===== src/rtl/mem_bus_arbiter.sv =====
// Memory bus arbiter: shares the external block bus between I-cache refill,
// D-cache refill/write-back and the DMA controller (BR/BG handshake).
module mem_bus_arbiter #(
  parameter int LATENCY    = 4,
  parameter int ADDR_WIDTH = 16
) (
  input  logic                  clk,
  input  logic                  reset_n,
  input  logic                  i_req,
  input  logic [ADDR_WIDTH-1:0] i_addr,
  output logic                  i_ready,
  input  logic                  d_req,
  input  logic                  d_write,
  input  logic [ADDR_WIDTH-1:0] d_addr,
  output logic                  d_ready,
  input  logic                  br,
  output logic                  bg,
  output logic                  mem_read,
  output logic                  mem_write,
  output logic [ADDR_WIDTH-1:0] mem_addr,
  output logic [1:0]            mem_sel,
  output logic                  busy
);

  localparam int CNT_W = $clog2(LATENCY) + 1;
  localparam logic [CNT_W-1:0] CNT_LOAD = CNT_W'(LATENCY - 1);
  localparam logic [CNT_W-1:0] CNT_ONE  = CNT_W'(1);

  typedef enum logic [1:0] {
    IDLE      = 2'd0,
    SERVE_I   = 2'd1,
    SERVE_D   = 2'd2,
    GRANT_DMA = 2'd3
  } state_t;

  state_t                state, state_nxt;
  logic [CNT_W-1:0]      cnt, cnt_nxt;
  logic                  last_dma, last_dma_nxt;
  logic [ADDR_WIDTH-1:0] addr_lat, addr_nxt;
  logic                  wr_lat, wr_nxt;

  logic cache_first;
  logic acc_dma;
  logic acc_d;
  logic acc_i;

  // After a DMA tenure any pending cache request goes first, so neither side starves.
  always_comb begin
    cache_first = last_dma && (d_req || i_req);
    acc_dma     = br && !cache_first;
    acc_d       = d_req && !acc_dma;
    acc_i       = i_req && !d_req && !acc_dma;
  end

  always_comb begin
    state_nxt    = state;
    cnt_nxt      = cnt;
    last_dma_nxt = last_dma;
    addr_nxt     = addr_lat;
    wr_nxt       = wr_lat;
    case (state)
      IDLE: begin
        if (acc_dma) begin
          state_nxt    = GRANT_DMA;
          last_dma_nxt = 1'b1;
        end else if (acc_d) begin
          state_nxt    = SERVE_D;
          cnt_nxt      = CNT_LOAD;
          addr_nxt     = d_addr;
          wr_nxt       = d_write;
          last_dma_nxt = 1'b0;
        end else if (acc_i) begin
          state_nxt    = SERVE_I;
          cnt_nxt      = CNT_LOAD;
          addr_nxt     = i_addr;
          wr_nxt       = 1'b0;
          last_dma_nxt = 1'b0;
        end
      end
      SERVE_I, SERVE_D: begin
        if (cnt == '0) begin
          state_nxt = IDLE;
        end else begin
          cnt_nxt = cnt - CNT_ONE;
        end
      end
      GRANT_DMA: begin
        if (!br) begin
          state_nxt = IDLE;
        end
      end
      default: state_nxt = IDLE;
    endcase
  end

  always_ff @(posedge clk or negedge reset_n) begin
    if (!reset_n) begin
      state    <= IDLE;
      cnt      <= '0;
      last_dma <= 1'b0;
      addr_lat <= '0;
      wr_lat   <= 1'b0;
    end else begin
      state    <= state_nxt;
      cnt      <= cnt_nxt;
      last_dma <= last_dma_nxt;
      addr_lat <= addr_nxt;
      wr_lat   <= wr_nxt;
    end
  end

  // Outputs depend on state only; during DMA the controller drives the bus itself.
  always_comb begin
    i_ready   = 1'b0;
    d_ready   = 1'b0;
    bg        = 1'b0;
    mem_read  = 1'b0;
    mem_write = 1'b0;
    mem_addr  = '0;
    mem_sel   = 2'd0;
    busy      = (state != IDLE);
    case (state)
      SERVE_I: begin
        mem_sel  = 2'd1;
        mem_addr = addr_lat;
        mem_read = 1'b1;
        i_ready  = (cnt == '0);
      end
      SERVE_D: begin
        mem_sel   = 2'd2;
        mem_addr  = addr_lat;
        mem_read  = !wr_lat;
        mem_write = wr_lat;
        d_ready   = (cnt == '0);
      end
      GRANT_DMA: begin
        mem_sel = 2'd3;
        bg      = 1'b1;
      end
      default: ;
    endcase
  end

endmodule


===== config.mk =====
export PLATFORM = sky130hd
export DESIGN_NAME = mem_bus_arbiter
export DESIGN_NICKNAME = d
export VERILOG_FILES = /design/src/rtl/mem_bus_arbiter.sv
export SDC_FILE = /design/constraint.sdc
export NUM_CORES = 1
export LEC_CHECK = 0
export ABC_AREA = 1
export CAP_MARGIN = 10
export CORE_MARGIN = 2
export CORE_UTILIZATION = 45
export CTS_BUF_LIST = sky130_fd_sc_hd__clkbuf_4
export DETAILED_ROUTE_END_ITERATION = 6
export PLACE_DENSITY = 0.81
export SETUP_SLACK_MARGIN = 0.1
export SLEW_MARGIN = 20
export SYNTH_ARGS = -nofsm -noshare
export SYNTH_HDL_FRONTEND = slang
export SYNTH_SLANG_ARGS = --single-unit

===== constraint.sdc =====
create_clock -name clk -period 1.97 [get_ports clk]
set_clock_uncertainty 0.2 [all_clocks]
set_input_delay 0.394 -clock clk [delete_from_list [all_inputs] [get_ports clk]]
set_output_delay 0.394 -clock clk [all_outputs]
set_load 0.05 [all_outputs]

# After elaboration in Yosys (flattened, before gate mapping)
# Cells that the tools add are included.
[classes] n_addsub=1 multipliers=0 div_mod_pow=0 order_cmp=0 n_eq_ne=9 shifts=0 muxes=24 n_bitwise=1 reduce_logical=21
[op_table] operator="$mux W16" n=3
[op_table] operator="$mux W3" n=4
[op_table] operator="$pmux W2 S3" n=2
[op_table] operator="$mux W2" n=5
[op_table] operator="$mux W1" n=8
[op_table] operator="$ne A2 B2 Y1 const B" n=3
[op_table] operator="$pmux W3 S2" n=1
[op_table] operator="$reduce_and A3 Y1" n=2
[op_table] operator="$reduce_bool A2 Y1" n=3
[op_table] operator="$logic_and A1 B1 Y1" n=5
[op_table] operator="$eq A2 B2 Y1 const B" n=2
[op_table] operator="$logic_not A1 Y1" n=4
[op_table] operator="$ne A4 B4 Y1 const B" n=1
[op_table] operator="$reduce_and A4 Y1" n=1
[op_table] operator="$logic_not A3 Y1" n=1
[op_table] operator="$ne A3 B3 Y1 const B" n=1
[op_table] operator="$reduce_bool A3 Y1" n=1
[op_table] operator="$sub A3 B1 Y3 const B" n=1
[op_table] operator="$eq A2 B1 Y1 const B" n=1
[op_table] operator="$logic_not A2 Y1" n=1
[op_table] operator="$ne A2 B1 Y1 const B" n=1
[op_table] operator="$pmux W1 S2" n=1
[op_table] operator="$reduce_and A2 Y1" n=1
[op_table] operator="$reduce_or A2 Y1" n=1
[op_table] operator="other kinds (2)" n=2
[totals] reg_bits=23 latch_bits=0 ramBits=0 mem_bits_ro=0 in_bits=38 output_inout_bits=24 n_memories=0

# Depth between registers and ports, before layout
[logic_depth] depth_word=10 depth_mapped=9

# Worst setup path after synthesis
# OpenSTA, ideal clock, no wires.
[synth_path] kind="register -> output" start="reg state[0]" end="out mem_sel[0]" arrival_time_ns=1.786 required_time_ns=1.376 path_slack_ns=-0.410 stages_incl_launch_ff=4 path_cell_list="dfrtp_1 > ha_1 > inv_1 > a21oi_1"
[synth_via] elab_chain_len=2
[synth_lines] element="start, declared" line_no="36" text="state_t state, state_nxt;"
[synth_lines] element="start signal, assigned" line_no="104" text="state <= state_nxt;"
[synth_lines] element="$eq A2 B2 Y1 / $eq A2 B1 Y1 (equally long branches)" line_no="122" text="case (state)"
[synth_lines] element="$pmux W2 S3 (*)" line_no="122"
[synth_lines] element="end, declared" line_no="21" text="output logic [1:0] mem_sel,"
# Mark *: on every way between the ends. The rest lies on a longest branch, timed or not.

# Worst setup path after layout
[layout_path] start="reg state[0]" end="out mem_read"
[layout_via] elab_chain_len=2
[layout_lines] element="$eq A2 B2 Y1 / $eq A2 B1 Y1 (equally long branches)" line_no="122"
[layout_lines] element="$pmux W1 S2 (*)" line_no="122"
[layout_lines] element="end, declared" line_no="18" text="output logic mem_read,"
# Marked as above.

==> summary.md <==
| Metric | Value |
|---|---|
| GRT overflow | `0` |
| Vias in the first global route | `a little under 2000` |
| Crit path max fanout | `5` |
| H-tree levels | `1` |
| Clock Tree Root | `clkbuf_4` |
| Final GP Congestion | `between 0.7 and 0.8` |
| Drt first-iter violations | `135` |
| Fin area | `between 3000 and 4000 um2` |
| Synth top cells by count | `nand2_1 (104), inv_1 (47), nor2_1 (24)` |
| Dpl cell area | `between 2000 and 3000 um2` |
| Synth unique cells | `21` |
| CTS Buf Count | `3` |
| Setup TNS | `-4.84 ns` |
| Final Cycle Share | `113%` |
| Max-cap violations | `0` |
| Async SR Flop Fraction | `100%` |
| Max_slew headroom | `roughly three quarters` |
| Fmax | `between 0.4 and 0.5 GHz` |
| Synth top area cells | `dfrtp_1 (35%), nand2_1 (24%), inv_1 (11%), nor2_1 (5.6%), ha_1 (5.4%)` |
| Most used cell, CP | `buf_12` |
| Via density | `5.12` |
| Critical Path, Cell by Cell | `inv_2 -> ha_4 -> buf_12 -> inv_4 -> nor2_4 -> buf_12` |
| Share of the synthesized area in the top cell type | `approximately 35%` |
| Critical path buffers and inverters | `4` |
| Crit path time final | `~2.2 ns` |
| Pwr Density | `1980 nW/um2` |
| Setup crit end kind | `output pin` |
| Antenna violations before repair | `0` |
| First-pass GRT wire length | `slightly below 9000 um` |
| EDFF count, synth | `0` |
| Violated checks | `setup timing` |
| Peak VDD IR | `1.34 mV` |
| Largest net degree at the start of global routing | `24` |
| Synth warn | `0` |
| GRT Overall Usage | `roughly 27%` |
| Post-Route WL | `between 6000 and 7000 um` |
| RSZ-0062 raised after global routing | `true` |
| Routed WL per cell | `16.0 um` |
| Synthesis-stage register bit count | `23` |
| Vias post-DR | `1931` |
| Core Rows | `21` |
| CP Launch Type | `flip-flop` |
| Hold violation total from the final report | `0` |
| Die X | `approximately 64 um` |
| Leak | `around 1.5 nW` |
| N_diodes | `0` |
| WP data required | `~1.4 ns` |
| Gate Count Post-Synth | `250` |
| Die area | `4100 um2` |
| Io pins | `62` |
| Port-buffer cells | `61` |
| Core ar. | `approximately 3400 um2` |
| Final Net Count | `about 380` |
| Die Ht | `between 60 and 70 um` |
| Clock transition at the registers of the reported paths | `approximately 0.15 ns` |
| CTS hold repair buffers | `0` |
| CP peak stage delay | `0.44 ns` |
| Clock buffer depth | `2` |
| Worst path slowest cell | `dfrtp_1` |
| Layout Utilization | `89.4%` |
| Initial Util | `47.8%` |
| Area leader, netlist | `dfrtp_1` |
| Actual slew at the worst max-slew pin | `0.376 ns` |
| Max-slew violations | `0` |
| Setup Viol. Count Final | `27` |
| Top-count cell post-synth | `nand2_1` |
| Mapped Area | `~1600 um2` |
| Residual DRC | `0` |
| Post-route antenna net violation count | `0` |
| Sequential element share of the synthesized area | `between 30% and 40%` |
| Main flop type after synthesis | `dfrtp_1` |
| Clock insertion delay at the later pin of the skew report | `0.32 ns` |
| Critical path type | `flip-flop to output pin` |
| Post-Syn Nets | `between 200 and 300` |
| Layout area overhead | `87.0%` |
| Arr. time, crit path | `1.64 ns` |
| CP top delay family | `flip-flops` |
| Clock sink total | `23` |
| TritonCTS clock tree | `yes` |
| Detail Placement HPWL | `around 3300 um` |
| Share of cells above drive strength 1 | `between 30% and 40%` |
| Worst min path class | `input port to async pin` |
| 1st-pass router iterations | `4` |
| Mean Syn Cell Area | `approximately 6.5 um2` |
| Final worst slack | `-0.263 ns` |
| Status | `finished with violations` |
==> through the flow <==
stage,setup slack [ns],power (mW),std cells,hold slack (ns)
detailed placement,-0.00436,4.51,359,0.260
global placement,0.0820,4.42,359,0.257
global route,-0.289,6.27,377,0.231
finish,-0.263,6.00,377,0.210
floorplan,0.00261,3.00,250,-0.102
CTS,-0.185,5.32,372,0.236
==> layout make-up <==
cell class              instances  area, um2
clock buffers                   4       30.0
inverters                      49        240
repair buffers                 85       1110
flip-flops and latches         23        576
fillers                       154        358
multi-input cells             170       1020
well taps                      46       57.6
==> registers in the layout, summed over array words and instances, names as in the netlist <==
register  cells
addr_lat     16
last_dma      1
cnt           3
wr_lat        1
state         2
==> kinds of logic after synthesis <==
kind of cell    after synthesis  synth area share (%)
flops                        23                  35.5
compound gates                8                  3.32
buf+inv                      57                  15.7
xor+xnor                      1                 0.540
fa+ha+maj                     7                  5.40
simple gates                154                  39.6
==> timing repair <==
action / in CTS / in global routing
setup endpoints to repair: 23 / 28
gates resized for setup: 39 / 33
gates cloned: 1 / 1
endpoints found under the hold margin: 0 / 0
buffers inserted: 9 / 5
pin swaps: 7 / 8
==> power by group <==
part / switching (mW) / internal (mW) / leakage (nW) / total, mW
clock network: 0.162 / 0.0929 / 0.0184 / 0.255
registers: 0.229 / 0.698 / 0.284 / 0.927
logic: 2.66 / 2.16 / 1.21 / 4.82
total: 3.05 / 2.95 / 1.51 / 6.00
==> final timing paths <==
kind | startpoint | to | slack (ns) | depth (start not counted)
worst max-delay path | state[0]$_DFFE_PN0P_ | mem_read | -0.26 | 6
worst min-delay path | reset_n | addr_lat[8]$_DFFE_PN0P_ | 0.21 | 2
worst max register to register | state[0]$_DFFE_PN0P_ | cnt[0]$_DFFE_PN0P_ | -0.04 | 11
worst min register to register | addr_lat[6]$_DFFE_PN0P_ | addr_lat[6]$_DFFE_PN0P_ | 0.32 | 2
max in group asynchronous | reset_n | addr_lat[2]$_DFFE_PN0P_ | 1.12 | 2
min in group clk | addr_lat[6]$_DFFE_PN0P_ | addr_lat[6]$_DFFE_PN0P_ | 0.32 | 2
==> cells in the final DEF, fill, tap and decap left out, types with 5 or more instances in the layout <==
master           instances
nor3_1                  14
nand2_4                 14
clkinvlp_4              11
nand2_1                 82
nand3_1                  5
clkdlybuf4s50_1         37
inv_1                   23
buf_4                   17
nor2_1                  18
inv_4                    6
nor2_4                   5
dfrtp_1                 23
nand2_2                 12
inv_2                    9
buf_12                  26
==> per-layer routing <==
| layer | up-vias | part of all wire, % | track usage (%) |
|---|---|---|---|
| met5 | - | 0 | 0 |
| met4 | 0 | 3.6 | 10.1 |
| li1 | 896 | - | - |
| met2 | 88 | 52 | 50.5 |
| met3 | 27 | 6.2 | 6.16 |
| met1 | 920 | 39 | 30.1 |
Note: power is estimated with default switching activity, not from simulation.
